$ cat src/rtl/localbus_xbar.sv
// Local-bus crossbar: one core-side master fanned out to NSLV base/mask windows.
// Slaves may insert wait states through a per-slave ack; a watchdog ends stalled
// accesses, and unmapped or timed-out accesses are reported with first-fault capture.
module localbus_xbar #(
  parameter int unsigned            XLEN       = 32,
  parameter int unsigned            NSLV       = 4,
  parameter logic [NSLV*XLEN-1:0]   SLV_BASE   = {32'h0003_0000, 32'h0002_0000,
                                                  32'h0001_0000, 32'h0000_0000},
  parameter logic [NSLV*XLEN-1:0]   SLV_MASK   = {4{32'hFFFF_0000}},
  parameter int unsigned            TMO_WIDTH  = 8,
  parameter int unsigned            TMO_CYCLES = 255
) (
  input  logic                 clk,
  input  logic                 rst_n,
  input  logic                 m_req,
  input  logic [XLEN-1:0]      m_addr,
  input  logic [XLEN-1:0]      m_wdata,
  input  logic [2:0]           m_we,
  output logic                 m_busy,
  output logic                 m_ready,
  output logic [XLEN-1:0]      m_rdata,
  output logic                 m_err,
  output logic [NSLV-1:0]      slv_sel,
  output logic [XLEN-1:0]      slv_addr,
  output logic [XLEN-1:0]      slv_wdata,
  output logic [2:0]           slv_we,
  input  logic [NSLV*XLEN-1:0] slv_rdata,
  input  logic [NSLV-1:0]      slv_ack,
  input  logic                 err_clr,
  output logic [XLEN-1:0]      err_addr,
  output logic [7:0]           err_cnt
);

  typedef enum logic [1:0] {StIdle, StAccess, StResp} state_e;

  localparam bit                   TmoEn   = (TMO_CYCLES != 0);
  // Counter value seen in the last permitted ACCESS cycle.
  localparam logic [TMO_WIDTH-1:0] TmoLast = TMO_WIDTH'(TMO_CYCLES - 1);

  state_e                state_q;
  logic [NSLV-1:0]       sel_q;
  logic [XLEN-1:0]       addr_q, wdata_q, rdata_q;
  logic [2:0]            we_q;
  logic                  err_q;
  logic [TMO_WIDTH-1:0]  cnt_q;
  logic [XLEN-1:0]       err_addr_q, err_addr_d;
  logic [7:0]            err_cnt_q, err_cnt_d;

  logic [NSLV-1:0]       dec_sel;
  logic                  dec_hit;
  logic                  ack_hit;
  logic [XLEN-1:0]       sel_rdata;
  logic                  tmo_hit;
  logic                  dec_err, tmo_err;

  // Address decode: first (lowest-index) matching window wins.
  always_comb begin
    dec_sel = '0;
    dec_hit = 1'b0;
    for (int unsigned i = 0; i < NSLV; i++) begin
      if (!dec_hit &&
          ((m_addr & SLV_MASK[i*XLEN +: XLEN]) == SLV_BASE[i*XLEN +: XLEN])) begin
        dec_sel[i] = 1'b1;
        dec_hit    = 1'b1;
      end
    end
  end

  // Honour only the selected slave's ack and read data.
  always_comb begin
    sel_rdata = '0;
    for (int unsigned i = 0; i < NSLV; i++) begin
      if (sel_q[i]) sel_rdata = sel_rdata | slv_rdata[i*XLEN +: XLEN];
    end
    ack_hit = |(slv_ack & sel_q);
    tmo_hit = TmoEn && (cnt_q == TmoLast);
    dec_err = (state_q == StIdle) && m_req && !dec_hit;
    tmo_err = (state_q == StAccess) && !ack_hit && tmo_hit;
  end

  // Transaction FSM with captured request and registered response.
  always_ff @(posedge clk or negedge rst_n) begin
    if (!rst_n) begin
      state_q <= StIdle;
      sel_q   <= '0;
      addr_q  <= '0;
      wdata_q <= '0;
      we_q    <= 3'b000;
      rdata_q <= '0;
      err_q   <= 1'b0;
      cnt_q   <= '0;
    end else begin
      unique case (state_q)
        StIdle: begin
          cnt_q <= '0;
          if (m_req) begin
            addr_q  <= m_addr;
            wdata_q <= m_wdata;
            we_q    <= m_we;
            if (dec_hit) begin
              sel_q   <= dec_sel;
              state_q <= StAccess;
            end else begin
              rdata_q <= '0;
              err_q   <= 1'b1;
              state_q <= StResp;
            end
          end
        end
        StAccess: begin
          if (ack_hit) begin
            rdata_q <= sel_rdata;
            err_q   <= 1'b0;
            sel_q   <= '0;
            cnt_q   <= '0;
            state_q <= StResp;
          end else if (tmo_hit) begin
            rdata_q <= '0;
            err_q   <= 1'b1;
            sel_q   <= '0;
            cnt_q   <= '0;
            state_q <= StResp;
          end else begin
            cnt_q <= cnt_q + 1'b1;
          end
        end
        StResp: begin
          cnt_q   <= '0;
          state_q <= StIdle;
        end
        default: state_q <= StIdle;
      endcase
    end
  end

  // Error status next state: clear beats a same-cycle error event.
  always_comb begin
    err_cnt_d  = err_cnt_q;
    err_addr_d = err_addr_q;
    if (err_clr) begin
      err_cnt_d  = '0;
      err_addr_d = '0;
    end else if (dec_err || tmo_err) begin
      if (err_cnt_q == 8'd0) err_addr_d = dec_err ? m_addr : addr_q;
      if (err_cnt_q != 8'hFF) err_cnt_d = err_cnt_q + 8'd1;
    end
  end

  // Error status registers.
  always_ff @(posedge clk or negedge rst_n) begin
    if (!rst_n) begin
      err_cnt_q  <= '0;
      err_addr_q <= '0;
    end else begin
      err_cnt_q  <= err_cnt_d;
      err_addr_q <= err_addr_d;
    end
  end

  assign m_busy    = (state_q != StIdle);
  assign m_ready   = (state_q == StResp);
  assign m_rdata   = m_ready ? rdata_q : '0;
  assign m_err     = m_ready & err_q;
  assign slv_sel   = sel_q;
  assign slv_addr  = addr_q;
  assign slv_wdata = wdata_q;
  assign slv_we    = (|sel_q) ? we_q : 3'b000;
  assign err_addr  = err_addr_q;
  assign err_cnt   = err_cnt_q;

endmodule

$ cat config.mk
export PLATFORM = sky130hd
export DESIGN_NAME = localbus_xbar
export DESIGN_NICKNAME = d
export VERILOG_FILES = /design/src/rtl/localbus_xbar.sv
export SDC_FILE = /design/constraint.sdc
export NUM_CORES = 1
export LEC_CHECK = 0
export ABC_CLOCK_PERIOD_IN_PS = 2300
export CAP_MARGIN = 20
export CELL_PAD_IN_SITES_DETAIL_PLACEMENT = 1
export CELL_PAD_IN_SITES_GLOBAL_PLACEMENT = 1
export CORE_ASPECT_RATIO = 1.75
export CORE_MARGIN = 8
export CORE_UTILIZATION = 27
export CTS_CLUSTER_SIZE = 30
export DETAILED_ROUTE_END_ITERATION = 16
export PLACE_DENSITY = 0.77
export SLEW_MARGIN = 40
export SYNTH_ARGS = -nofsm -noshare
export SYNTH_HDL_FRONTEND = slang
export SYNTH_SLANG_ARGS = --single-unit
$ cat constraint.sdc
create_clock -name clk -period 2.3 [get_ports clk]
set_clock_uncertainty 0.05 [all_clocks]
set_input_delay 0.46 -clock clk [delete_from_list [all_inputs] [get_ports clk]]
set_output_delay 0.46 -clock clk [all_outputs]
set_load 0.03 [all_outputs]
==> summary.txt <==
total track usage - 0.197
HP Start - m_addr[20]
Final Hold Fails - 0
Ys Warns - 0
Die Ht - 236 µm
Multi-input gate area - 3540 µm²
most common library cells after synthesis - nand2_1 (189), dfrtp_1 (154), clkbuf_1 (49)
DRC errors left - 0
Final nets - 1346
status - complete, but fails checks
Via Count - 7612
Setup WS post-layout - -0.0459 ns
cell with the most instances after synthesis - nand2_1
largest family of logic cells by synthesized area - compound AO/OA/AOI/OAI gates
Worst EP required - 2.58 ns
final WL - 33.2 mm
cts bufs inserted - 17
Vias/cell - 5.01
startpoint class of the critical path - flip-flop
Post-Syn Nets - 978
H-tree depth - 4
full die area - 33500 µm²
Synth area leaders - dfrtp_1 (52%), nand2_1 (9.5%), a22o_1 (4.2%)
Lkg Pwr - 5.77 nW
post-route setup TNS - -0.681 ns
Bufs on Longest Clock Path - 2
IO buf count - 348
Avg Synthesized Cell Area - 9.70 µm²
post-synthesis cell type count - 46
Worst EP arrival - 2.62 ns
min-delay worst type - primary input to flip-flop
critical path fanouts, max - 10
Reg2Reg Depth - 8
CTS clk-pin slew, worst paths - 0.06 ns
CORE AREA - 27200 µm²
Placed Area - 11700 µm²
DR WL/cell - 21.8 µm
simple logic cell fraction of the synthesized area - 0.184
number of synthesized flops with an enable pin - 0
Final setup viols - 21
Worst Setup End Kind - flip-flop
Reg area - 3860 µm²
largest net degree at the start of global routing - 59
R2R Setup Slk - -0.05 ns
Slew headroom - 0.594
max-cap violation count - 0
Rows - 80
Slew @ Worst Pin - 0.608 ns
mux share of post-synthesis cell area - 0.0314
Hold Path Stages - 3
Primary FF master, synth - dfrtp_1
Max Clk Rate - 0.426 GHz
Non-Filler Instances - 1520
CP startpoint - slv_sel[0]$_DFFE_PN0P_
Root Driver - clkbuf_16
antenna violations before repair - 1
Post-DRT Antenna Nets - 0
number of synthesized register bits - 154
worst-skew pair later-pin latency - 0.44 ns
PD cells - 658 nW/µm²
largest area contributor in the netlist - dfrtp_1
CTS Sinks - 154
failing checks - setup timing
RR Startpoint - slv_sel[0]$_DFFE_PN0P_
first-pass GRT wire length - 50.4 mm
Placer Congestion - 0.873
Slew Limit Fails - 0
Diodes inserted - 0
capturing point of the worst reg2reg path - err_addr[12]$_DFFE_PN0P_
crit share post-route - 1.02
Power Total - 8.33 mW
DP Cell Count - 1481
share of cells above drive strength 1 - 0.162
Finished Cell Area - 12700 µm²
Yosys top cell area share - 0.515
HPWL Detailed - 25.5 mm
fin crit period - 2.35 ns
Adder-Cell Fraction of Synth Area - 0.00669
mapped cell area - 7480 µm²
Die Wd - 142 µm
Synth Area in XOR/XNOR - 0.00117
DRT iter0 DRCs - 326
Filler cells - 3065
Worst Hold Endpoint - slv_addr[20]$_DFFE_PN0P_
Overflow after GRT - 0
ys async rst share - 1.00
Worst IR Drop VDD - 0.000487 V
Synth Area in Compound Gates - 0.219
synthesized instance count - 771
sequential fraction of the synthesis area - 0.515
pre-CTS WS - -0.765 ns
vias in the first global route - 8461
RSZ-0062 raised after global routing - true
num ports - 349
Crit Path Class - flip-flop to flip-flop
Area growth, synth to finish - 69.4%
initial core utilization - 0.275
DR pass1 iterations - 4
CTS tree - done
per-layer routing:
layer,part of all wire,vias up,track usage
li1,-,3519,-
met1,0.35,3773,0.194
met2,0.54,262,0.367
met3,0.065,56,0.0544
met4,0.038,2,0.100
met5,0.00036,-,0
power breakdown:
group	leakage [nW]	total (mW)	switching (mW)	internal (mW)
Clock	0.331	3.25	1.11	2.14
Combinational	3.44	2.01	1.07	0.942
Sequential	2.00	3.06	0.146	2.92
placed cells by master (no fill, tap or decap), types with 4 or more instances in the layout:
cell / instances
o21ai_0: 32
o2bb2ai_1: 33
clkbuf_16: 17
buf_6: 11
nor4_1: 6
buf_12: 12
buf_4: 79
dlymetal6s2s_1: 5
mux2_4: 7
a22o_1: 36
a221oi_1: 32
a2111oi_0: 11
mux2_2: 11
nand3_1: 29
and2_1: 35
nor2_1: 7
a21o_1: 24
a21oi_2: 4
or4_4: 4
nor3_1: 4
nor2b_1: 5
dlygate4sd2_1: 4
ha_1: 4
a21oi_1: 20
dfrtp_1: 151
a2111oi_2: 5
clkbuf_8: 4
nand2_1: 188
inv_1: 12
bufinv_16: 6
clkdlybuf4s50_1: 299
final cells by class:
| type | count | share of cell area |
|---|---|---|
| Timing Repair Buffer | 414 | 0.323 |
| Inverter | 12 | 0.00356 |
| Multi-Input combinational cell | 540 | 0.279 |
| Sequential cell | 154 | 0.304 |
| Tap cell | 369 | 0.0364 |
| Clock buffer | 24 | 0.0388 |
| Clock inverter | 7 | 0.0146 |
sequential cells by signal, indices dropped and copies added (netlist names):
name,cells
err_addr,32
rdata_q,32
slv_addr,32
slv_wdata,32
cnt_q,8
err_cnt,8
slv_sel,4
we_q,3
state_q,2
err_q,1
worst max path at each step:
stage | to | depth (start not counted) | slack (ns)
after floorplan | err_addr[19]$_DFFE_PN0P_ | 7 | -0.05
after global placement | err_addr[10]$_DFFE_PN0P_ | 8 | -0.63
after global routing | err_addr[12]$_DFFE_PN0P_ | 8 | -0.11
after detailed placement | err_addr[7]$_DFFE_PN0P_ | 8 | -0.76
final | err_addr[12]$_DFFE_PN0P_ | 8 | -0.05
after CTS | err_addr[12]$_DFFE_PN0P_ | 8 | -0.06
repair_timing:
item                                    4_1_cts  5_1_grt
endpoints found under the setup margin       97      105
gates resized for setup                      33       33
pin swaps                                    13       10
hold buffers                                  1        0
hold endpoints to repair                     53        0
buffers inserted                              5        2
stage by stage:
stage	hold slack, ns	util
floorplan	0.114	-
global placement	0.403	0.428
detailed placement	0.411	0.428
CTS	0.416	0.459
global route	0.325	0.465
finish	0.305	0.465
kinds of logic (layout without fill, tap and decap cells):
group / Yosys count / count (layout)
fa+ha+maj: 4 / 4
mux: 19 / 19
xor+xnor: 1 / 1
flops: 154 / 154
compound gates: 215 / 215
buf+inv: 77 / 457
simple gates: 301 / 301
critical path, stage by stage (launching register included):
cell and delay, ns:
dfrtp_2 0.41, a22o_1 0.23, or4_4 0.55, buf_12 0.16
o22ai_4 0.19, a31oi_4 0.15, buf_12 0.19, buf_8 0.13
a21o_1 0.18
(Power assumes the default switching activity.)
